<file path="src/rtl/ram_pkg.sv">
// Shared types and defaults for the data-RAM arbiter and its round-robin picker.
package ram_pkg;

   localparam int unsigned RAM_ADDR_W = 16;
   localparam int unsigned RAM_DATA_W = 24;

   typedef logic [RAM_ADDR_W-1:0] ram_addr_t;
   typedef logic [RAM_DATA_W-1:0] ram_word_t;

   typedef enum logic [1:0] {
      IDLE,
      ACCESS,
      RD_WAIT
   } arb_state_t;

   function automatic int unsigned idx_width(input int unsigned n);
      return (n > 1) ? $clog2(n) : 1;
   endfunction

endpackage

</file>
<file path="src/rtl/rr_picker.sv">
// Combinational round-robin picker: first set request at or above rr_ptr_i, wrapping.
module rr_picker
   import ram_pkg::*;
#(
   parameter int unsigned NUM_REQ = 2,
   parameter int unsigned IDX_W   = idx_width(NUM_REQ)
) (
   input  logic [NUM_REQ-1:0] req_i,
   input  logic [IDX_W-1:0]   rr_ptr_i,
   output logic [NUM_REQ-1:0] win_oh_o,
   output logic [IDX_W-1:0]   win_idx_o,
   output logic               valid_o
);

   always_comb begin
      int unsigned j;
      win_oh_o  = '0;
      win_idx_o = '0;
      valid_o   = 1'b0;
      j         = 0;
      for (int unsigned k = 0; k < NUM_REQ; k++) begin
         j = (32'(rr_ptr_i) + k) % NUM_REQ;
         if (!valid_o && req_i[IDX_W'(j)]) begin
            valid_o                 = 1'b1;
            win_idx_o               = IDX_W'(j);
            win_oh_o[IDX_W'(j)]     = 1'b1;
         end
      end
   end

endmodule

</file>
<file path="src/rtl/ram_arbiter.sv">
// Round-robin arbiter owning the single-port data RAM; sequences each access
// through IDLE -> ACCESS (-> RD_WAIT for reads) and returns read data per requester.
module ram_arbiter
   import ram_pkg::*;
#(
   parameter int unsigned NUM_REQ = 2,
   parameter int unsigned ADDR_W  = RAM_ADDR_W,
   parameter int unsigned DATA_W  = RAM_DATA_W,
   parameter int unsigned RD_LAT  = 1
) (
   input  logic                      clk,
   input  logic                      rst,
   input  logic [NUM_REQ-1:0]        req,
   input  logic [NUM_REQ-1:0]        req_we,
   input  logic [NUM_REQ*ADDR_W-1:0] req_addr,
   input  logic [NUM_REQ*DATA_W-1:0] req_wd,
   output logic [NUM_REQ-1:0]        gnt,
   output logic [NUM_REQ-1:0]        rvalid,
   output logic [DATA_W-1:0]         rdata,
   output logic                      busy,
   output logic [ADDR_W-1:0]         ram_addr,
   output logic [DATA_W-1:0]         ram_wd,
   output logic                      ram_we,
   input  logic [DATA_W-1:0]         ram_rd
);

   localparam int unsigned IDX_W = idx_width(NUM_REQ);
   localparam int unsigned CNT_W = 2;

   arb_state_t          state_q;
   logic [IDX_W-1:0]    rr_ptr_q, rr_ptr_d;
   logic [NUM_REQ-1:0]  win_oh_q, rvalid_q;
   logic                we_q, ram_we_q;
   logic [CNT_W-1:0]    lat_cnt_q;
   logic [ADDR_W-1:0]   ram_addr_q;
   logic [DATA_W-1:0]   ram_wd_q, rdata_q;

   logic [NUM_REQ-1:0]  pick_oh;
   logic [IDX_W-1:0]    pick_idx;
   logic                pick_any, sel_we;
   logic [ADDR_W-1:0]   sel_addr;
   logic [DATA_W-1:0]   sel_wd;

   rr_picker #(
      .NUM_REQ (NUM_REQ),
      .IDX_W   (IDX_W)
   ) u_picker (
      .req_i     (req),
      .rr_ptr_i  (rr_ptr_q),
      .win_oh_o  (pick_oh),
      .win_idx_o (pick_idx),
      .valid_o   (pick_any)
   );

   always_comb begin
      sel_addr = '0;
      sel_wd   = '0;
      sel_we   = |(req_we & pick_oh);
      for (int unsigned i = 0; i < NUM_REQ; i++) begin
         if (pick_oh[i]) begin
            sel_addr = req_addr[i*ADDR_W +: ADDR_W];
            sel_wd   = req_wd[i*DATA_W +: DATA_W];
         end
      end
      rr_ptr_d = (pick_idx == IDX_W'(NUM_REQ-1)) ? '0 : pick_idx + IDX_W'(1);
   end

   // The RAM address/data registers double as the request latch, so the
   // requester may change its payload as soon as the grant cycle ends.
   always_ff @(posedge clk or posedge rst) begin
      if (rst) begin
         state_q    <= IDLE;
         rr_ptr_q   <= '0;
         win_oh_q   <= '0;
         we_q       <= 1'b0;
         ram_we_q   <= 1'b0;
         lat_cnt_q  <= '0;
         ram_addr_q <= '0;
         ram_wd_q   <= '0;
         rdata_q    <= '0;
         rvalid_q   <= '0;
      end else begin
         case (state_q)
            IDLE: begin
               if (pick_any) begin
                  win_oh_q   <= pick_oh;
                  we_q       <= sel_we;
                  ram_we_q   <= sel_we;
                  ram_addr_q <= sel_addr;
                  ram_wd_q   <= sel_wd;
                  rr_ptr_q   <= rr_ptr_d;
                  state_q    <= ACCESS;
               end
            end
            ACCESS: begin
               ram_we_q <= 1'b0;
               if (we_q) begin
                  state_q <= IDLE;
               end else begin
                  lat_cnt_q <= CNT_W'(RD_LAT - 1);
                  state_q   <= RD_WAIT;
               end
            end
            RD_WAIT: begin
               // A non-zero rvalid_q marks the extra return cycle before IDLE.
               if (|rvalid_q) begin
                  rvalid_q <= '0;
                  state_q  <= IDLE;
               end else if (lat_cnt_q == '0) begin
                  rdata_q  <= ram_rd;
                  rvalid_q <= win_oh_q;
               end else begin
                  lat_cnt_q <= lat_cnt_q - CNT_W'(1);
               end
            end
            default: state_q <= IDLE;
         endcase
      end
   end

   assign gnt      = (state_q == IDLE && !rst) ? pick_oh : '0;
   assign rvalid   = rvalid_q;
   assign rdata    = rdata_q;
   assign busy     = (state_q != IDLE);
   assign ram_addr = ram_addr_q;
   assign ram_wd   = ram_wd_q;
   assign ram_we   = ram_we_q;

endmodule
</file>
<file path="config.mk">
export PLATFORM = sky130hd
export DESIGN_NAME = ram_arbiter
export DESIGN_NICKNAME = d
export VERILOG_FILES = /design/src/rtl/ram_pkg.sv /design/src/rtl/rr_picker.sv /design/src/rtl/ram_arbiter.sv
export SDC_FILE = /design/constraint.sdc
export NUM_CORES = 1
export LEC_CHECK = 0
export CORE_ASPECT_RATIO = 0.8
export CORE_UTILIZATION = 35
export DETAILED_ROUTE_END_ITERATION = 8
export HOLD_SLACK_MARGIN = 0.05
export PLACE_DENSITY = 0.83
export RECOVER_POWER = 50
export SLEW_MARGIN = 25
export SYNTH_ARGS = -nofsm -noshare
export SYNTH_HDL_FRONTEND = slang
export SYNTH_SLANG_ARGS = --single-unit
export TNS_END_PERCENT = 20
</file>
<file path="constraint.sdc">
create_clock -name clk -period 3.2 [get_ports clk]
set_clock_uncertainty 0.15 [all_clocks]
set_input_delay 0.8 -clock clk [delete_from_list [all_inputs] [get_ports clk]]
set_output_delay 0.8 -clock clk [all_outputs]
set_load 0.05 [all_outputs]
</file>
Word level (Yosys, flattened, before mapping)
Index checks and enable logic that the tools add are counted.

cells by class
  add/subtract/negate cells = 3
  $mul = 0
  div/mod/pow operators = 0
  order comparisons = 4
  equal/unequal tests = 7
  shift operators = 0
  mux-type cells = 32
  bitwise gates (word level) = 3
  reductions and logical operators = 20

operators by type and width
  kind                                                                           count
  24-bit two-way mux                                                             2
  16-bit two-way mux                                                             2
  2-bit two-way mux                                                              11
  1-bit two-way mux                                                              12
  2-bit inequality test (second input constant)                                  5
  2-bit AND reduction                                                            4
  2-bit nonzero test                                                             4
  2-bit case mux with 3 select lines                                             1
  1-bit logical AND                                                              4
  2-bit logical NOT                                                              2
  1-bit by 2-bit less-than comparator with 1-bit output (second input constant)  2
  2-bit case mux with 2 select lines                                             1
  4-bit AND reduction                                                            1
  2-bit OR reduction                                                             2
  3-bit AND reduction                                                            1
  1-bit adder (second input constant)                                            2
  2-bit bitwise AND                                                              1
  1-bit demux with 1-bit select                                                  2
  2-bit by 1-bit equality test with 1-bit output (second input constant)         1
  2-bit equality test (second input constant)                                    1
  1-bit greater-or-equal comparator (second input constant)                      2
  1-bit logical NOT                                                              2
  2-bit bitwise OR                                                               1
  1-bit case mux with 2 select lines                                             1
  other kinds (2)                                                                2

storage, ports and cells
  register bits = 75
  bits in latches = 0
  RAM bits = 0
  memory bits (read-only) = 0
  input port bits = 110
  output and inout bits = 70
  logic and storage cells = 79
  memories kept = 0

Longest topological paths before layout
  word-level depth = 11
  depth in mapped cells = 7
  mapped depth without buffers = 5

Modules after synthesis
Synthesis repeated with hierarchy kept, for this count alone.

second synthesis, totals
  cell total of the unflattened synthesis = 288
  area, all modules = 3,245.6 sq um

by module, submodules not included
  module       instances  cells an instance  area each (sq um)  seq. area each (sq um)
  ram_arbiter  1          283                3,213.1            1,876.8
  rr_picker    1          5                  32.5               0.0

Least setup slack after synthesis
Ideal clock, no wire load.

  path type = input to output
  start point = input req[0]
  end point = output gnt[1]
  data arrival time = 2.763 ns
  slack = -0.513 ns
  stages on the path = 7
  path buffers = 4
  path through = clkbuf_1 nand2b_1 buf_2 buf_2 buf_2 nand2_1 nor3_1

on the way
  cells in the longest elaborated chain, start to end = 7
  elaborated cells on any way between the ends = 11

ends and longest elaborated chain
  element                                                line                source
  start, declared                                        ram_arbiter.sv:13   input logic [NUM_REQ-1:0] req,
  1-bit two-way mux (implied by the code) (2 in series)  rr_picker.sv:23     if (!valid_o && req_i[IDX_W'(j)]) begin
  1-bit two-way mux                                      rr_picker.sv:23
  1-bit logical NOT                                      rr_picker.sv:23
  1-bit logical AND                                      rr_picker.sv:23
  2-bit two-way mux *                                    rr_picker.sv:23
  2-bit two-way mux *                                    ram_arbiter.sv:121  assign gnt = (state_q == IDLE && !rst) ? pick_oh : '0;
  end, declared                                          ram_arbiter.sv:17   output logic [NUM_REQ-1:0] gnt,

Every way passes the cells marked *; elsewhere a longest branch is shown, timed or not. The select of a mux whose other input is x is not followed.

Worst setup path in the final report
  start point = register state_q[1]
  end point = register win_oh_q[1]

on the way
  cells in the longest elaborated chain, start to end = 2

ends and longest elaborated chain
  element                               line               source
  start, declared                       ram_arbiter.sv:30  arb_state_t state_q;
  start signal, assigned                ram_arbiter.sv:72  state_q <= IDLE;
  start signal, assigned                ram_arbiter.sv:92  state_q <= ACCESS;
  start signal, assigned                ram_arbiter.sv:98  state_q <= IDLE;
  2-bit logical NOT                     ram_arbiter.sv:83  case (state_q)
  2-bit AND reduction (no source line)  --
  end signal, assigned                  ram_arbiter.sv:86  win_oh_q <= pick_oh;
  end, declared                         ram_arbiter.sv:32  logic [NUM_REQ-1:0] win_oh_q, rvalid_q;

Every way passes these cells.
A chain may end at the register's enable or synchronous reset.

==> impl_metrics.tcl <==
set metrics [dict create \
    die_x_um 118 \
    rsz0062_at_grt "false" \
    use_met3 0.0640 \
    area_growth_pct 57.4 \
    synth-edff-count 0 \
    maxCapViolCount 0 \
    final_cell_count_no_fill 647 \
    finalHoldViolCount 0 \
    yosys_warnings 0 \
    fill_cells 891 \
    cts_tree "built" \
    tightest_slew_ps 1290 \
    cts.sink_count 75 \
    fin_crit_sh 0.902 \
    die_area_sq_mm 0.0111 \
    maxSlewHeadroom 0.137 \
    busiest_layer "met2" \
    slew_viol_final 0 \
    core-area_sq_mm 0.0103 \
    hold_buffers 0 \
    power_density_mw_per_mm2 1140 \
    p_leak_uw 0.00233 \
    grt_remaining_overflow 0 \
    nets 614 \
    dp_hpwl_um 7620 \
    drtIter0Drc 186 \
    drc 0 \
    wl_um 11100 \
    cts_resized 0 \
    arrival_ps 2920 \
    synth.cell_area_sq_mm 0.00375 \
    tns_ps 0 \
    syn_area_per_cell_sq_um 11.0 \
    first_pass_iters 4 \
    synth_cell_types 31 \
    final_common_cell "clkdlybuf4s50_1" \
    grt.total_usage 0.204 \
    grt_max_degree 82 \
    period_needed_ps 2890 \
    critPathMaxFanout 45 \
    antennaDiodeCount 0 \
    dp_cells 631 \
    avgRoutedWirePerCell_um 17.2 \
    cts_setup_buffers 0 \
    start_util 0.363 \
    cp_data_required_time_ps 3230 \
    synthCells 342 \
    num_vias 3516 \
    clk_pin_slew_ps 60 \
    post-route-util 0.571 \
    synth-main-ff-cell "dfrtp_1" \
    p_total_uw 6700 \
    setup-violations-final 0 \
    numCtsBuffers 9 \
    layout_common_cells "clkdlybuf4s50_1, dfrtp_1, nand2_1, a21oi_1" \
    met2_usage 0.325 \
    num_io_pins 180 \
    htreeDepth 3 \
    outcome "finished clean" \
    clockRootBuffer "clkbuf_16" \
    gp_congestion 0.796 \
    grt_pass1_wl_um 17800 \
    cts_buffer_depth 2 \
    port_buffers 179 \
    rows 33 \
    hold-worst-slack_ps 343 \
    drt-vias-per-instance 5.43 \
    ir_drop_mv 0.483 \
    drive_above_1_share 0.0789 \
    async_flop_share 1.00 \
    antenna_found_initial 0 \
    min_path_type "reg -> reg" \
    start_kind "flip-flop" \
    use_met1 0.267 \
    syn_nets 453 \
    max_freq_mhz 347 \
    synth-seq-cells 75 \
    first_global_vias 3445 \
    yosysSeqAreaShare 0.501 \
    crit_path_end_kind "flip-flop" \
    worstSkewPairLatency_ps 330 \
    crit_type "reg -> reg" \
    ant_nets 0 \
    die_y_um 94.6 \
]
Yosys cell counts, types with 2 or more instances:
cell type	count	area, sq um
a311o_1	40	400
mux2_2	6	67.6
buf_6	3	33.8
inv_1	5	18.8
clkbuf_1	27	101
a21oi_1	42	210
o22a_1	40	350
nor3_1	2	10.0
o21ai_0	5	25.0
nand2b_1	3	18.8
nor2_1	4	15.0
buf_1	3	11.3
nand3_1	2	10.0
mux2_4	18	270
dfrtp_1	75	1880
buf_2	6	30.0
nand2_1	46	173
nand4_1	2	12.5
flip-flops by register name, summed over array words and instances, names as in the netlist, named ones only:
register	cells
rdata	24
lat_cnt_q	2
win_oh_q	2
ram_we	1
ram_wd	24
state_q	2
we_q	1
ram_addr	16
rvalid	2
cell families after synthesis:
| logic type | share of synthesized area |
|---|---|
| AOI/OAI and AO/OA | 0.273 |
| muxes | 0.0928 |
| buffers and inverters | 0.0531 |
| DFF | 0.501 |
| and+or+nand+nor | 0.0768 |
| adders and majority gates | 0.00334 |
power breakdown:
part | switching, uW | internal [uW] | leakage, uW | total [uW]
clock | 391 | 600 | 0.000137 | 991
sequential | 299 | 1430 | 0.000880 | 1730
combinational | 2470 | 1510 | 0.00131 | 3970
final cells by class:
| type | count | area [sq um] | share of cell area |
|---|---|---|---|
| flip-flops and latches | 75 | 1880 | 0.318 |
| multi-input cells | 222 | 1620 | 0.274 |
| inverters | 6 | 23.8 | 0.00403 |
| clock buffers | 9 | 225 | 0.0382 |
| clock inverters | 6 | 67.6 | 0.0115 |
| repair buffers | 189 | 1910 | 0.325 |
| well taps | 140 | 175 | 0.0297 |
routing by layer:
layer | share of wire | vias up
met5 | 0 | -
met1 | 0.45 | 1699
met2 | 0.47 | 185
met4 | 0.0090 | 0
met3 | 0.074 | 11
li1 | - | 1621
worst paths after layout:
| check | from | end | slack (ps) | depth (start not counted) |
|---|---|---|---|---|
| setup / recovery | state_q[1] | win_oh_q[1] | 310 | 6 |
| min in group asynchronous | rst | ram_wd[3] | 1130 | 2 |
| hold / removal | rdata[13] | rdata[13] | 340 | 1 |
| max in group asynchronous | rst | win_oh_q[0] | 970 | 3 |
| setup reg to reg | state_q[1] | win_oh_q[1] | 310 | 6 |
| hold reg to reg | rdata[13] | rdata[13] | 340 | 1 |
critical path, stage by stage, from the launching register on:
cell and delay [ps]:
dfrtp_1 440, nor2_1 370, clkinv_1 190, buf_4 320, nor2_2 910, buf_16 240
o22ai_1 90
stage by stage:
| stage | worst slack, ps | cell area, sq um |
|---|---|---|
| 6_report | 314 | 5900 |
| 5_1_grt | 205 | 5900 |
| 4_1_cts | 450 | 5960 |
| 3_5_place_dp | 508 | 5670 |
| 3_3_place_gp | 526 | 5670 |
| 2_1_floorplan | -90.8 | 3760 |
Note: power is estimated with default switching activity, not from simulation.
